`src/rtl/fifo_frame_pkg.sv`:
```
// Shared types and helpers for the FIFO frame reader.
package fifo_frame_pkg;

  localparam int unsigned MAX_FRAME_LEN = 1024;

  typedef enum logic [1:0] {
    ST_IDLE   = 2'd0,
    ST_STREAM = 2'd1,
    ST_GAP    = 2'd2
  } state_e;

  // Map any requested length onto the legal 1..MAX_FRAME_LEN range.
  function automatic int unsigned clamp_len(input int unsigned len);
    int unsigned res;
    if (len == 0) begin
      res = 1;
    end else if (len > MAX_FRAME_LEN) begin
      res = MAX_FRAME_LEN;
    end else begin
      res = len;
    end
    return res;
  endfunction

endpackage

```
`src/rtl/fifo_frame_reader_out_reg.sv`:
```
// Single-entry output register: loads on pop, holds while stalled, empties on accept.
module frame_out_reg #(
  parameter int unsigned DATA_WIDTH = 16
) (
  input  logic                  clk,
  input  logic                  rst,
  input  logic                  i_pop,
  input  logic [DATA_WIDTH-1:0] i_data,
  input  logic                  i_sof,
  input  logic                  i_eof,
  input  logic                  i_ready,
  output logic [DATA_WIDTH-1:0] o_data,
  output logic                  o_valid,
  output logic                  o_sof,
  output logic                  o_eof
);

  logic [DATA_WIDTH-1:0] r_data;
  logic                  r_valid;
  logic                  r_sof;
  logic                  r_eof;

  always_ff @(posedge clk) begin
    if (rst) begin
      r_data  <= '0;
      r_valid <= 1'b0;
      r_sof   <= 1'b0;
      r_eof   <= 1'b0;
    end else if (i_pop) begin
      r_data  <= i_data;
      r_valid <= 1'b1;
      r_sof   <= i_sof;
      r_eof   <= i_eof;
    end else if (i_ready) begin
      r_valid <= 1'b0;
      r_sof   <= 1'b0;
      r_eof   <= 1'b0;
    end
  end

  assign o_data  = r_data;
  assign o_valid = r_valid;
  assign o_sof   = r_sof;
  assign o_eof   = r_eof;

endmodule

```
`src/rtl/fifo_frame_reader.sv`:
```
// Drains a show-ahead FIFO into fixed-length frames with sof/eof markers,
// an optional inter-frame gap, and frame/underrun status counters.
module fifo_frame_reader
  import fifo_frame_pkg::*;
#(
  parameter int unsigned DATA_WIDTH = 16,
  parameter int unsigned LEN_WIDTH  = 11,
  parameter int unsigned GAP_CYCLES = 4,
  parameter int unsigned CNT_WIDTH  = 16
) (
  input  logic                  rd_clk,
  input  logic                  rd_rst,
  input  logic                  start,
  input  logic                  stop,
  input  logic [LEN_WIDTH-1:0]  frame_len,
  output logic                  rd_en,
  input  logic                  rd_vld,
  input  logic [DATA_WIDTH-1:0] rd_data,
  output logic [DATA_WIDTH-1:0] out_data,
  output logic                  out_valid,
  input  logic                  out_ready,
  output logic                  out_sof,
  output logic                  out_eof,
  output logic                  busy,
  output logic [CNT_WIDTH-1:0]  frame_cnt,
  output logic [CNT_WIDTH-1:0]  underrun_cnt
);

  localparam int unsigned GAP_W = (GAP_CYCLES > 1) ? $clog2(GAP_CYCLES) : 1;
  localparam logic [GAP_W-1:0] GAP_LAST = GAP_W'(GAP_CYCLES - 1);

  state_e                r_state;
  state_e                w_state_nxt;
  logic [LEN_WIDTH-1:0]  r_remain;
  logic                  r_first;
  logic [GAP_W-1:0]      r_gap_cnt;
  logic                  r_stop_req;
  logic [CNT_WIDTH-1:0]  r_frame_cnt;
  logic [CNT_WIDTH-1:0]  r_underrun_cnt;

  logic                  w_pop;
  logic                  w_eof_acc;
  logic                  w_frame_done;
  logic                  w_stop_any;
  logic                  w_gap_done;
  logic                  w_load;
  logic                  w_underrun;
  logic [LEN_WIDTH-1:0]  w_len;

  assign w_len        = LEN_WIDTH'(clamp_len(32'(frame_len)));
  assign w_pop        = rd_en && rd_vld;
  assign w_eof_acc    = out_valid && out_ready && out_eof;
  assign w_frame_done = (r_state == ST_STREAM) && w_eof_acc;
  assign w_stop_any   = r_stop_req || stop;
  assign w_gap_done   = (r_state == ST_GAP) && (r_gap_cnt == GAP_LAST);
  assign w_load       = ((r_state == ST_IDLE) && start) || w_gap_done ||
                        (w_frame_done && !w_stop_any && (GAP_CYCLES == 0));
  assign w_underrun   = (r_state == ST_STREAM) && (r_remain != '0) && !out_valid && !rd_vld;

  always_ff @(posedge rd_clk) begin
    if (rd_rst) begin
      r_state <= ST_IDLE;
    end else begin
      r_state <= w_state_nxt;
    end
  end

  always_comb begin
    w_state_nxt = r_state;
    case (r_state)
      ST_IDLE: begin
        if (start) w_state_nxt = ST_STREAM;
      end
      ST_STREAM: begin
        if (w_frame_done) begin
          if (w_stop_any)           w_state_nxt = ST_IDLE;
          else if (GAP_CYCLES != 0) w_state_nxt = ST_GAP;
          else                      w_state_nxt = ST_STREAM;
        end
      end
      ST_GAP: begin
        if (w_gap_done) w_state_nxt = ST_STREAM;
      end
      default: w_state_nxt = ST_IDLE;
    endcase
  end

  // The pop request is suppressed during reset so the FIFO is never drained then.
  always_comb begin
    rd_en = 1'b0;
    busy  = 1'b0;
    if (!rd_rst) begin
      rd_en = (r_state == ST_STREAM) && rd_vld && (r_remain != '0) &&
              (!out_valid || out_ready);
    end
    busy = (r_state != ST_IDLE);
  end

  always_ff @(posedge rd_clk) begin
    if (rd_rst) begin
      r_remain       <= '0;
      r_first        <= 1'b0;
      r_gap_cnt      <= '0;
      r_stop_req     <= 1'b0;
      r_frame_cnt    <= '0;
      r_underrun_cnt <= '0;
    end else begin
      if (w_load) begin
        r_remain <= w_len;
        r_first  <= 1'b1;
      end else if (w_pop) begin
        r_remain <= r_remain - 1'b1;
        r_first  <= 1'b0;
      end
      r_gap_cnt <= (r_state == ST_GAP) ? r_gap_cnt + 1'b1 : '0;
      if (w_frame_done && w_stop_any) begin
        r_stop_req <= 1'b0;
      end else if (stop && (r_state != ST_IDLE)) begin
        r_stop_req <= 1'b1;
      end
      if (w_frame_done) begin
        r_frame_cnt <= r_frame_cnt + 1'b1;
      end
      if (w_underrun && (r_underrun_cnt != '1)) begin
        r_underrun_cnt <= r_underrun_cnt + 1'b1;
      end
    end
  end

  assign frame_cnt    = r_frame_cnt;
  assign underrun_cnt = r_underrun_cnt;

  frame_out_reg #(
    .DATA_WIDTH(DATA_WIDTH)
  ) u_out_reg (
    .clk    (rd_clk),
    .rst    (rd_rst),
    .i_pop  (w_pop),
    .i_data (rd_data),
    .i_sof  (r_first),
    .i_eof  (r_remain == LEN_WIDTH'(1)),
    .i_ready(out_ready),
    .o_data (out_data),
    .o_valid(out_valid),
    .o_sof  (out_sof),
    .o_eof  (out_eof)
  );

endmodule

```
`config.mk`:
```
export PLATFORM = sky130hd
export DESIGN_NAME = fifo_frame_reader
export DESIGN_NICKNAME = d
export VERILOG_FILES = /design/src/rtl/fifo_frame_pkg.sv /design/src/rtl/fifo_frame_reader_out_reg.sv /design/src/rtl/fifo_frame_reader.sv
export SDC_FILE = /design/constraint.sdc
export NUM_CORES = 1
export LEC_CHECK = 0
export CAP_MARGIN = 25
export CORE_MARGIN = 1.5
export CORE_UTILIZATION = 30
export DETAILED_ROUTE_END_ITERATION = 10
export PLACE_DENSITY = 0.54
export SKIP_LAST_GASP = 1
export SLEW_MARGIN = 20
export SYNTH_ARGS = -nofsm -noshare
export SYNTH_HDL_FRONTEND = slang
export SYNTH_SLANG_ARGS = --single-unit
```
`constraint.sdc`:
```
create_clock -name rd_clk -period 2.1 [get_ports rd_clk]
set_input_delay 0.42 -clock rd_clk [delete_from_list [all_inputs] [get_ports rd_clk]]
set_output_delay 0.42 -clock rd_clk [all_outputs]
set_load 0.005 [all_outputs]
```
==> Yosys cells after proc, flatten, opt, wreduce, memory -nomap -nowiden <==
Cells that the tools add are included.
{ "word_totals": {"ff_bits": 68, "input_bits": 33, "out_inout_bits": 53, "wordCells": 70} }
{ "classes": {"add_sub_neg": 4, "magnitude_cmp": 1, "n_eq_ne": 8, "muxes": 16, "n_bitwise": 1, "n_reduce_logical": 29} }
{ "ops": {"columns": ["operator", "count"], "rows": [
  ["two-way mux 11 bit", 4],
  ["adder 16 x 1 -> 16 bit (second input constant)", 2],
  ["inequality test 16 bit (second input constant)", 1],
  ["logical AND 1 bit", 15],
  ["== test 11 x 1 -> 1 bit (second input constant)", 1],
  ["greater-than comparator 11 bit (second input constant)", 1],
  ["logical NOT 11 bit", 1],
  ["nonzero test 11 bit", 1],
  ["subtractor 11 x 1 -> 11 bit (second input constant)", 1],
  ["two-way mux 2 bit", 4],
  ["two-way mux 1 bit", 7],
  ["inequality test 2 bit (second input constant)", 3],
  ["case mux 2 bit (3 select lines)", 1],
  ["nonzero test 2 bit", 3],
  ["== test 2 bit (second input constant)", 2],
  ["OR reduction 2 bit", 2],
  ["logical OR 1 bit", 3],
  ["AND reduction 3 bit", 1],
  ["adder 2 x 1 -> 2 bit (second input constant)", 1],
  ["== test 2 x 1 -> 1 bit (second input constant)", 1],
  ["logical NOT 1 bit", 2],
  ["logical NOT 2 bit", 1],
  ["NOT 1 bit", 1]
]} }

==> Logic depth before layout (Yosys ltp) <==
{ "logic_depth": {"ltp_word": 8, "ltp_mapped": 8, "ltp_nobuf": 6} }

==> By module <==
A second synthesis with hierarchy kept.
{ "hier_totals": {"hier_cells": 361, "area_unflattened_um2": 3176.8} }
{ "by_module_without_submodules": {"columns": ["mod", "instances", "cells_per_inst", "area_per_inst_um2", "seq_area_each_um2"], "rows": [
  ["fifo_frame_reader", 1, 297, 2484.9, 980.9],
  ["frame_out_reg", 1, 64, 691.9, 380.4]
]} }

==> Worst setup path after synthesis <==
OpenSTA, ideal clock, no wires.
{ "synth_timing": {"path_kind": "register -> register", "startpoint": "register r_remain[0]", "endpoint": "register r_underrun_cnt[15], in the netlist underrun_cnt[15]", "setup_time_ps": 123, "arrival_ps": 1957, "required_time_ps": 1977, "path_slack_ps": 20, "path_stages_with_launch": 8, "n_path_buf": 1, "cell_sequence": "dfxtp_1 -> inv_1 -> ha_1 -> or4b_1 -> o31ai_4 -> buf_4 -> nor4_1 -> mux2_1"} }
{ "synth_between": {"elab_chain_cells": 5} }
{ "synth_rtl": {"columns": ["item", "line_no", "text"], "rows": [
  ["start, declared", "fifo_frame_reader.sv:34", "logic [LEN_WIDTH-1:0] r_remain;"],
  ["start signal, assigned", "fifo_frame_reader.sv:109", "r_remain <= w_len;"],
  ["start signal, assigned", "fifo_frame_reader.sv:112", "r_remain <= r_remain - 1'b1;"],
  ["nonzero test 11 bit", "fifo_frame_reader.sv:58", "assign w_underrun = (r_state == ST_STREAM) && (r_remain != '0) && !out_valid && !rd_vld;"],
  ["logical AND 1 bit (3 in a row)", "fifo_frame_reader.sv:58", null],
  ["logical AND 1 bit", "fifo_frame_reader.sv:124", "if (w_underrun && (r_underrun_cnt != '1)) begin"],
  ["end signal, assigned", "fifo_frame_reader.sv:125", "r_underrun_cnt <= r_underrun_cnt + 1'b1;"],
  ["end, declared", "fifo_frame_reader.sv:39", "logic [CNT_WIDTH-1:0] r_underrun_cnt;"]
]} }
No other way between the ends.
A chain may end at the register's enable or synchronous reset.

==> Worst setup path after layout <==
{ "layout_timing": {"startpoint": "register r_remain[0]", "endpoint": "output port rd_en"} }
{ "layout_between": {"elab_chain_cells": 4} }
{ "layout_rtl": {"columns": ["item", "line_no", "text"], "rows": [
  ["nonzero test 11 bit", "fifo_frame_reader.sv:93", "rd_en = (r_state == ST_STREAM) && rd_vld && (r_remain != '0) &&"],
  ["logical AND 1 bit (2 in a row)", "fifo_frame_reader.sv:93", null],
  ["two-way mux 1 bit", "fifo_frame_reader.sv:92", "if (!rd_rst) begin"],
  ["end, declared", "fifo_frame_reader.sv:16", "output logic rd_en,"]
]} }
No other way between the ends.

==> results.sh <==
export IMPL_status="complete, but fails checks"
export IMPL_violations="setup timing"
export IMPL_finalCriticalPeriod_ns=2.23
export IMPL_nets=587
export IMPL_synthToLayoutAreaGrowth_pct=54.7
export IMPL_dr_pass1_iters=4
export IMPL_drc=0
export IMPL_grt_pass1_vias=3571
export IMPL_drive_gt1_share_pct=20.3
export IMPL_skew_ns=0.00608
export IMPL_fmax_mhz=449
export IMPL_cp_max_fo=2
export IMPL_end_kind="output port"
export IMPL_reg2regPathDepth=7
export IMPL_clock_sinks=68
export IMPL_netlist_instances=406
export IMPL_hold_class="reg -> reg"
export IMPL_grt_max_degree=49
export IMPL_cts_clk_slew_worst_paths_ns=0.06
export IMPL_diodes=0
export IMPL_drtIter0Drc=118
export IMPL_worst_pin_slew_ns=0.543
export IMPL_portBuffers=85
export IMPL_final_util_pct=48.3
export IMPL_cts_tree="done"
export IMPL_cp_arrival_ns=1.81
export IMPL_hold_buffers=0
export IMPL_h_tree_depth=3
export IMPL_cts_buffers=9
export IMPL_finalSetupViolCount=2
export IMPL_grt_setup_unrepaired="yes"
export IMPL_synthArstFlopShare_pct=0
export IMPL_place_inst=663
export IMPL_nFillCells=1098
export IMPL_die_w_um=110
export IMPL_initial_utilization_pct=31.2
export IMPL_grt_overflow=0
export IMPL_p_per_area_nw_per_um2=701
export IMPL_fin_ws_ns=-0.126
export IMPL_hold_viol=0
export IMPL_synth_ff_type="dfxtp_1"
export IMPL_routed_wl_mm=10.9
export IMPL_cp_start_kind="flip-flop"
export IMPL_seq_area_frac_synth_pct=39.7
export IMPL_ys_types=56
export IMPL_slew_headroom_pct=63.8
export IMPL_layout_cells_non_filler=693
export IMPL_gp_congestion=0.873
export IMPL_synth_net_count=445
export IMPL_vias=3767
export IMPL_drv_slew=0
export IMPL_synth_avg_cell_area_um2=8.44
export IMPL_clock_latency_ns=0.33
export IMPL_dieArea_um2=12100
export IMPL_ys_seq_elements=68
export IMPL_ir_worst_vdd_uv=390
export IMPL_final_setup_tns_ns=-0.161
export IMPL_multiInputGateArea_um2=2040
export IMPL_routed_via_density=5.44
export IMPL_ant_nets=0
export IMPL_cts_buffer_depth=2
export IMPL_hpwl_mm=7.38
export IMPL_final_area_um2=5300
export IMPL_syn_cell_area_um2=3430
export IMPL_required_ns=1.68
export IMPL_ios=86
export IMPL_grt_pass1_wl_mm=17.4
export IMPL_die_h_um=110
export IMPL_period_share_pct=106
export IMPL_antenna_found_initial=0
export IMPL_row_count=38
export IMPL_synth_warnings=0
export IMPL_wl_per_cell_um=15.7
export IMPL_holdPathStages=1
export IMPL_grt_total_usage_pct=18.2
export IMPL_post_dp_cell_area_um2=4770
export IMPL_synth_edff_count=0
export IMPL_drv_cap=0
export IMPL_clock_root_buffer="clkbuf_16"
export IMPL_seq_area_um2=1360
export IMPL_crit_type="reg -> out"
export IMPL_leakage_nw=1.92
export IMPL_core_um2=11000
worst max-delay path, stage by stage, from the launching register on:
cell and delay [ns]:
dfxtp_2 0.33, inv_2 0.08, ha_4 0.13, or4b_4 0.48, buf_6 0.14, nor3_4 0.13, nor2_2 0.07, buf_2 0.13
report_power, final:
group          total (mW)  leakage (nW)  internal (mW)  switching (mW)
registers            1.34         0.551           1.32          0.0204
clock network        1.67         0.159           1.07           0.597
logic               0.702          1.21          0.346           0.356
metrics by stage:
stage                     hold slack (ns)  setup WS [ns]  power [mW]
after global placement              0.418         -0.359        1.94
after global routing                0.468         -0.172        3.85
after CTS                           0.438         -0.214        3.68
final                               0.440         -0.126        3.71
after detailed placement            0.432         -0.344        1.94
after floorplan                     0.408         0.0200        1.65
synth_stat cells, drive strengths merged, types with 2 or more instances:
library cell / instances / share of area (%)
nor2: 23 / 2.5
nand2b: 2 / 0.37
nor4b: 4 / 1.2
o21ai: 28 / 4.1
inv: 7 / 0.77
or4: 18 / 3.9
and4: 5 / 1.3
and3: 6 / 1.1
or3: 10 / 1.8
ha: 6 / 2.2
clkbuf: 20 / 2.2
nor3: 8 / 1.3
mux2i: 4 / 1.2
a31oi: 2 / 0.37
o311a: 2 / 0.58
buf: 4 / 0.88
xor2: 2 / 0.51
a211o: 2 / 0.51
nand2: 18 / 2.0
nand4: 12 / 2.2
or2: 2 / 0.37
and2: 2 / 0.37
nor4: 13 / 2.4
o211a: 2 / 0.58
xnor2: 5 / 1.3
nand4b: 2 / 0.51
nand3: 34 / 5.0
nor3b: 4 / 0.88
dfxtp: 68 / 40
nor2b: 8 / 1.5
a21oi: 44 / 6.4
o311ai: 2 / 0.51
o31ai: 15 / 3.7
mux2: 4 / 1.3
a211oi: 3 / 0.66
cells in the final DEF (no fill, tap or decap), types with 5 or more instances in the layout:
| master | synthesis | routed |
|---|---|---|
| nor2b_1 | 8 | 8 |
| dfxtp_1 | 68 | 66 |
| and4_1 | 5 | 5 |
| clkdlybuf4s50_1 | 0 | 82 |
| nand3_1 | 34 | 34 |
| nor2_1 | 23 | 22 |
| inv_1 | 7 | 5 |
| o21ai_0 | 28 | 28 |
| or4_1 | 18 | 17 |
| xnor2_1 | 5 | 5 |
| a21oi_1 | 44 | 43 |
| nand2_1 | 18 | 18 |
| nand4_1 | 12 | 12 |
| nor4_1 | 13 | 11 |
| clkbuf_16 | 0 | 9 |
| nor3_1 | 7 | 7 |
| and3_1 | 6 | 6 |
| or3_1 | 10 | 8 |
| buf_4 | 2 | 66 |
| o31ai_1 | 14 | 14 |
path summary, 6_finish.rpt:
kind / from / to / slack (ns)
worst max-delay path: r_remain[0] / rd_en / -0.13
worst min-delay path: r_gap_cnt[0] / r_gap_cnt[0] / 0.44
worst max register to register: r_remain[0] / r_remain[6] / -0.04
worst min register to register: r_gap_cnt[0] / r_gap_cnt[0] / 0.44
cell type report:
cell class	instances	area share, %
Timing Repair Buffer	154	25.9
Inverter	7	0.496
Multi-Input combinational cell	308	38.4
Sequential cell	68	25.7
Clock buffer	10	4.51
Tap cell	140	3.30
Clock inverter	6	1.63
timing repair:
item                       4_1_cts  5_1_grt
resized for setup               16       12
pin swaps                        5        8
setup buffers                    7        9
setup endpoints to repair       23       17
hold endpoints to repair         0        0
gates cloned                     1        0
cells by family (layout without fill, tap and decap cells):
family,count (synthesis),count (layout),synth area share [%]
fa+ha+maj,6,6,2.19
simple gates,176,176,30.1
compound gates,110,111,19.9
buf+inv,31,177,3.83
flops,68,68,39.7
mux,8,8,2.48
xor+xnor,7,7,1.79
per-layer routing:
layer	share of wire (%)	GRT usage [%]	vias to the layer above
met5	0	0	-
met4	0.74	4.17	0
met3	5.2	3.44	11
met2	48	30.5	106
met1	46	24.1	1802
li1	-	-	1848
sequential cells by signal, indices dropped and copies added (netlist names):
signal and count:
frame_cnt 16, r_first 1, r_gap_cnt 2, r_remain 11
r_state 2, r_stop_req 1, u_out_reg.o_data 16, u_out_reg.o_eof 1
u_out_reg.o_sof 1, u_out_reg.o_valid 1, underrun_cnt 16
Note: power is estimated with default switching activity, not from simulation.
